`src/rtl/dff_chain.sv`:
```
// Parameterised register chain: serial shift, parallel load and rotate in either
// direction, with a saturating fill counter.
module dff_chain #(
    parameter int unsigned            WIDTH     = 1,
    parameter int unsigned            DEPTH     = 4,
    parameter logic [WIDTH-1:0]       RESET_VAL = '0
) (
    input  logic                       Clk,
    input  logic                       Reset,
    input  logic                       En,
    input  logic [1:0]                 Mode,
    input  logic                       Dir,
    input  logic [WIDTH-1:0]           D,
    input  logic [DEPTH*WIDTH-1:0]     ParD,
    output logic [WIDTH-1:0]           Q,
    output logic [DEPTH*WIDTH-1:0]     ParQ,
    output logic [$clog2(DEPTH+1)-1:0] FillCount,
    output logic                       Full
);

    localparam int unsigned CW = $clog2(DEPTH + 1);

    typedef enum logic [1:0] {
        MODE_HOLD  = 2'b00,
        MODE_SHIFT = 2'b01,
        MODE_LOAD  = 2'b10,
        MODE_ROT   = 2'b11
    } mode_e;

    mode_e            op;
    logic [WIDTH-1:0] stage [DEPTH];
    logic [CW-1:0]    fill;

    always_comb op = mode_e'(Mode);

    always_ff @(posedge Clk) begin
        if (Reset) begin
            for (int unsigned i = 0; i < DEPTH; i++) stage[i] <= RESET_VAL;
            fill <= '0;
        end else if (En) begin
            case (op)
                MODE_SHIFT, MODE_ROT: begin
                    if (!Dir) begin
                        // Vacated end takes D on shift, the outgoing stage on rotate.
                        stage[0] <= (op == MODE_SHIFT) ? D : stage[DEPTH-1];
                        for (int unsigned i = 1; i < DEPTH; i++) stage[i] <= stage[i-1];
                    end else begin
                        stage[DEPTH-1] <= (op == MODE_SHIFT) ? D : stage[0];
                        for (int unsigned i = 0; i < DEPTH - 1; i++) stage[i] <= stage[i+1];
                    end
                    if (op == MODE_SHIFT && fill != CW'(DEPTH)) fill <= fill + 1'b1;
                end
                MODE_LOAD: begin
                    for (int unsigned i = 0; i < DEPTH; i++) stage[i] <= ParD[i*WIDTH +: WIDTH];
                    fill <= CW'(DEPTH);
                end
                default: ;
            endcase
        end
    end

    always_comb begin
        ParQ = '0;
        for (int unsigned i = 0; i < DEPTH; i++) ParQ[i*WIDTH +: WIDTH] = stage[i];
    end

    assign Q         = Dir ? stage[0] : stage[DEPTH-1];
    assign FillCount = fill;
    assign Full      = (fill == CW'(DEPTH));

endmodule

```
`config.mk`:
```
export PLATFORM = sky130hd
export DESIGN_NAME = dff_chain
export DESIGN_NICKNAME = d
export VERILOG_FILES = /design/src/rtl/dff_chain.sv
export SDC_FILE = /design/constraint.sdc
export NUM_CORES = 1
export LEC_CHECK = 0
export ABC_AREA = 0
export CAP_MARGIN = 30
export CORE_AREA = 4 4 41 43
export CTS_CLUSTER_SIZE = 28
export DETAILED_ROUTE_END_ITERATION = 6
export DIE_AREA = 0 0 45 47
export PLACE_DENSITY = 0.71
export RECOVER_POWER = 50
export REMOVE_ABC_BUFFERS = 1
export SLEW_MARGIN = 15
export SYNTH_ARGS = -nofsm -noshare
export SYNTH_HDL_FRONTEND = slang
export SYNTH_SLANG_ARGS = --single-unit
```
`constraint.sdc`:
```
create_clock -name Clk -period 2 [get_ports Clk]
set_input_delay 0.6 -clock Clk [delete_from_list [all_inputs] [get_ports Clk]]
set_output_delay 0.6 -clock Clk [all_outputs]
set_load 0.03 [all_outputs]
```
==> metrics.yaml, run 1 <==
status: "finished clean"
fmax_mhz: 515
postCtsSetupBuffers: 0
path_class: "register to output pin"
rr_worst_depth: 5
grt.overflow.total: 0
clockBufferDepth: 2
post-route-period-util_pct: 97.0
die_h_microns: 47
final_cell_mix: "14 x clkdlybuf4s50_1, 10 x nand2_1, 7 x o21ai_0"
cts_buffers: 3
rsz0062_at_grt: "no"
slew-limit-headroom_pct: 70.7
vdd_drop_max_v: 0.000337
crit_path_start_kind: "register"
synth-simple-area-share_pct: 26.9
core_sq_mm: 0.00130
regArea_sq_um: 181
die-area_sq_mm: 0.00212
tightest_slew_ns: 0.434
drc: 0
ctsResizeCount: 10
synthCells: 57
first_iter_violations: 10
io_pins: 20
hold-worst-slack_ns: 0.502
hold_depth: 2
rows: 13
grt_first_pass_wirelength_mm: 2.24
critPathArrivalTime_ns: 1.34
cts_num_sinks: 7
drtAntennaViolNets: 0
synth_compound_area_share_pct: 16.9
critPathTopFamily: "buffers and inverters"
path_clk_slew_ns: 0.06
ys_warn_count: 0
critPathCaptureType: "output pin"
synth-seq-cells: 7
multi_input_area_sq_um: 282
htreeDepth: 1
drv_cap: 0
post-dp-hpwl_mm: 1.07
first_pass_iters: 4
hold_viol: 0
fill_cells: 132
path_cells: "clkdlybuf4s50_1"
skew_ns: 0.00502
critPathMaxFanout: 4
layout_min_cycle_time_ns: 1.94
antenna_found_initial: 0
vias: 525
power_leakage_nw: 0.314
synth_top_family_by_area: "simple AND/OR/NAND/NOR gates"
setup_violations: 0
synthAdderAreaFrac_pct: 4.98
crit_required_ns: 1.40
syn_to_final_growth_pct: 48.5
io_buffers: 19
clk_latency_ns: 0.25
ctsHoldBuffers: 0
start_util_pct: 38.7
slew_violations: 0
min_path_type: "register to register"
die_w_microns: 45
clock-root-buffer: "clkbuf_4"
grt_max_degree: 8
netlist_area_sq_um: 503
yosysSeqAreaShare_pct: 35.8
antennaDiodeCount: 0
layoutNonFillerInstCount: 97
path_buf_inv: 1
wl_per_cell_microns: 13.6
muxShareOfSynthArea_pct: 6.47
cts_tree: "done"
critPathMaxStageDelay_ns: 0.69
yosysUniqueCellTypes: 24
routed_wirelength_mm: 1.32
synth-xor-area-share_pct: 0
slowest_stage: "clkdlybuf4s50_1"
postSynthAreaPerCell_sq_um: 8.82
nets: 96
path_depth: 1
vias_per_cell: 5.41
gp_congestion: 0.745
final_common_cell: "clkdlybuf4s50_1"
dpl.cell_count: 93
drive_above_1_share_pct: 18.3
grt_pass1_vias: 504
grt_use_total_pct: 15.0
p_per_area_mw_per_mm2: 560
==> worst min-delay path, cell delays in order (launching register included) <==
cell,delay [ns]
dfxtp_2,0.33
o21ai_0,0.07
a21oi_1,0.06
==> cells in the mapped netlist <==
library cell / n / area share, %
a22oi_1: 2 / 3.0
inv_1: 4 / 3.0
and2_0: 1 / 1.2
mux2i_1: 1 / 2.0
or3b_2: 1 / 1.7
mux2_2: 2 / 4.5
o211ai_1: 1 / 1.5
o21ai_0: 7 / 7.0
and3b_2: 1 / 2.0
edfxtp_1: 4 / 24
nand2b_1: 1 / 1.2
nor4_1: 1 / 1.2
a211oi_1: 1 / 1.5
ha_1: 2 / 5.0
or3_1: 2 / 2.5
nor2_1: 1 / 0.75
nand3b_1: 3 / 4.5
o311a_1: 1 / 2.0
and4bb_2: 1 / 2.5
and3b_1: 1 / 1.7
nand2_1: 10 / 7.5
dfxtp_1: 3 / 12
a21oi_1: 2 / 2.0
buf_4: 4 / 6.0
==> per-stage QoR <==
step	power (mW)	setup slack, ns	area (sq um)	setup TNS [ns]	utilization (%)
finish	0.418	0.0594	747	0	57.4
floorplan	0.225	0.145	473	0	-
detailed placement	0.293	-0.643	724	-0.874	55.7
global placement	0.289	-0.594	724	-0.680	55.7
global route	0.445	0.0261	747	0	57.4
CTS	0.427	0.0405	753	0	57.9
==> area by class of cell <==
class	instances	share of cell area, %
Timing Repair Buffer	25	30.0
Clock buffer	4	3.52
Inverter	4	2.01
Tap cell	15	2.51
Sequential cell	7	24.3
Multi-Input combinational cell	42	37.7
==> sequential cells by signal, indices dropped and copies added, names as in the netlist <==
signal,flops
FillCount,3
stage,4
==> where the power goes <==
group | internal [mW] | switching (mW) | total (mW)
registers | 0.163 | 0.00720 | 0.170
clock network | 0.0763 | 0.0548 | 0.131
logic | 0.0576 | 0.0599 | 0.118
total | 0.296 | 0.122 | 0.418
==> worst paths after layout <==
kind,slack (ns),from,end
worst max-delay path,0.06,stage[3],ParQ[3]
worst min-delay path,0.50,FillCount[0],FillCount[0]
worst max register to register,0.50,FillCount[1],FillCount[1]
worst min register to register,0.50,FillCount[0],FillCount[0]
==> kinds of logic after synthesis <==
kind of cell | after synthesis
AND/OR/NAND/NOR | 23
AO/OA/AOI/OAI | 14
adder cells (fa/ha/maj) | 2
buffers and inverters | 8
multiplexers | 3
flip-flops | 7
==> routing by layer <==
metal,GRT usage [%],part of all wire [%],vias to the layer above
met3,3.83,9.8,4
met2,25.1,49,29
li1,-,-,257
met1,17.2,40,235
met4,8.77,1.3,0
met5,0,0,-
Power figures use the tool's default switching activity.
==> run 2: changes to the inputs <==
Settings changed: CTS_BUF_LIST set to sky130_fd_sc_hd__clkbuf_16, MAX_ROUTING_LAYER set to met4.
==> metrics.yaml, run 2 (synthesized netlist as in run 1, its figures left out) <==
status: "finished clean"  # unchanged
first_pass_iters: 4  # unchanged
post-route-period-util_pct: 97.4  # was 97.0%
drive_above_1_share_pct: 18.3  # unchanged
antennaDiodeCount: 0  # unchanged
rsz0062_at_grt: "no"  # unchanged
htreeDepth: 1  # unchanged
critPathArrivalTime_ns: 1.35  # was 1.34 ns
clock-root-buffer: "clkbuf_16"  # was clkbuf_4
start_util_pct: 38.7  # unchanged
die_w_microns: 45  # unchanged
drv_cap: 0  # unchanged
syn_to_final_growth_pct: 57.0  # was 48.5%
p_per_area_mw_per_mm2: 782  # was 560 mW/mm^2
final_cell_mix: "14 x clkdlybuf4s50_1, 10 x nand2_1, 7 x o21ai_0, 7 x buf_4, 5 x inv_1"  # was 14 x clkdlybuf4s50_1, 10 x nand2_1, 7 x o21ai_0
critPathMaxFanout: 2  # was 4
rr_worst_depth: 5  # unchanged
tns_ns: 0  # unchanged
endpoint: "Q"  # was ParQ[3]
fmax_mhz: 513  # was 515 MHz
clk_latency_ns: 0.23  # was 0.25 ns
switching_power_uw: 139  # was 122 uW
grt_use_total_pct: 16.3  # was 15.0%
vias_per_cell: 5.48  # was 5.41
power_frac_seq_pct: 27.6  # was 40.6%
drc: 0  # unchanged
io_pins: 20  # unchanged
fill_cells: 132  # unchanged
rows: 13  # unchanged
drtAntennaViolNets: 0  # unchanged
power_leakage_nw: 0.336  # was 0.314 nW
switching_share_pct: 22.5  # was 29.2%
grt_first_pass_wirelength_mm: 2.33  # was 2.24 mm
post-dp-hpwl_mm: 1.07  # unchanged
clockBufferDepth: 2  # unchanged
hold-worst-slack_ns: 0.529  # was 0.502 ns
hold_viol: 0  # unchanged
grt_max_degree: 8  # unchanged
largest_reg_flops: 4  # unchanged
crit_required_ns: 1.40  # about the same
fin_ws_ns: 0.0517  # was 0.0594 ns
grt.overflow.total: 0  # unchanged
crit_path_start: "Dir"  # was stage[3]
first_iter_violations: 11  # was 10
layout_min_cycle_time_ns: 1.95  # was 1.94 ns
path_clk_slew_ns: 0.03  # was 0.06 ns
die_h_microns: 47  # unchanged
final_common_cell: "clkdlybuf4s50_1"  # unchanged
routed_wirelength_mm: 1.36  # was 1.32 mm
clkPwrFrac_pct: 53.7  # was 31.3%
die-area_sq_mm: 0.00212  # unchanged
wl_per_cell_microns: 14.0  # was 13.6 microns
min_path_type: "register to register"  # unchanged
nets: 96  # unchanged
power_frac_comb_pct: 18.7  # was 28.1%
r2r_end: "FillCount[1]"  # unchanged
top_register: "stage"  # unchanged
slew-limit-headroom_pct: 64.0  # was 70.7%
vdd_drop_max_v: 0.000699  # was 0.000337 V
gp_congestion: 0.754  # was 0.745
r2r-start: "FillCount[0]"  # was FillCount[1]
path_class: "input port to output pin"  # was register to output pin
core_sq_mm: 0.00130  # unchanged
placedInstanceArea_sq_um: 724  # unchanged
critPathCaptureType: "output pin"  # unchanged
slew_violations: 0  # unchanged
internal_power_uw: 478  # was 296 uW
antenna_found_initial: 0  # unchanged
fin_util_pct: 60.7  # was 57.4%
rrSetupSlack_ns: 0.46  # was 0.50 ns
place_ws_ns: -0.643  # unchanged
setup_violations: 0  # unchanged
cts_tree: "done"  # unchanged
final_area_sq_um: 790  # was 747 sq um
cts_buffers: 3  # unchanged
grt_pass1_vias: 516  # was 504
vias: 532  # was 525
skew_ns: 0.00129  # was 0.00502 ns
cts_num_sinks: 7  # unchanged
tightest_slew_ns: 0.535  # was 0.434 ns
crit_path_start_kind: "input port"  # was register
io_buffers: 19  # unchanged
-- run 2: layer usage --
| metal | track usage [%] | routed length, microns |
|---|---|---|
| met1 | 17.9 | 543 |
| met2 | 26.8 | 670 |
| met3 | 4.21 | 118 |
| met4 | 8.77 | 27 |
| met5 | - | 0 |
-- run 2: power by group through the flow --
stage	clock (mW)	sequential, mW	combinational, mW
final	0.332	0.170	0.116
after global routing	0.356	0.172	0.124
after CTS	0.337	0.171	0.120
after detailed placement	0	0.173	0.120
after global placement	0	0.172	0.118
after floorplan	0	0.189	0.0356
-- run 2: worst min path at each step --
stage / slack (ns) / startpoint / cells after the start / endpoint
after floorplan: 0.63 / FillCount[0] / 2 / FillCount[0]
after global placement: 0.52 / FillCount[0] / 2 / FillCount[0]
after global routing: 0.56 / FillCount[0] / 2 / FillCount[0]
after CTS: 0.54 / FillCount[1] / 2 / FillCount[1]
final: 0.53 / FillCount[0] / 2 / FillCount[0]
after detailed placement: 0.53 / FillCount[0] / 2 / FillCount[0]
-- run 2: layout make-up --
| cell class | count | area [sq um] | area share, % |
|---|---|---|---|
| inverters | 4 | 15.0 | 1.90 |
| well taps | 15 | 18.8 | 2.38 |
| flip-flops and latches | 7 | 180 | 22.8 |
| multi-input cells | 42 | 278 | 35.2 |
| clock buffers | 3 | 75.1 | 9.51 |
| repair buffers | 25 | 219 | 27.7 |
| clock inverters | 1 | 3.75 | 0.475 |
-- run 2: worst max-delay path, stage by stage --
cell and delay [ns]:
dlygate4sd2_1 0.23, mux2_2 0.35, buf_4 0.17
-- run 2: per-stage QoR --
stage	std cells	power (mW)
finish	97	0.618
global route	97	0.652
CTS	97	0.627
detailed placement	93	0.293
global placement	93	0.289
floorplan	53	0.225
-- run 2: timing repair --
action	4_1_cts	5_1_grt
pin swaps	0	0
setup endpoints to repair	1	1
hold buffers	0	0
cloned	0	0
setup buffers	0	0
resized for setup	7	1
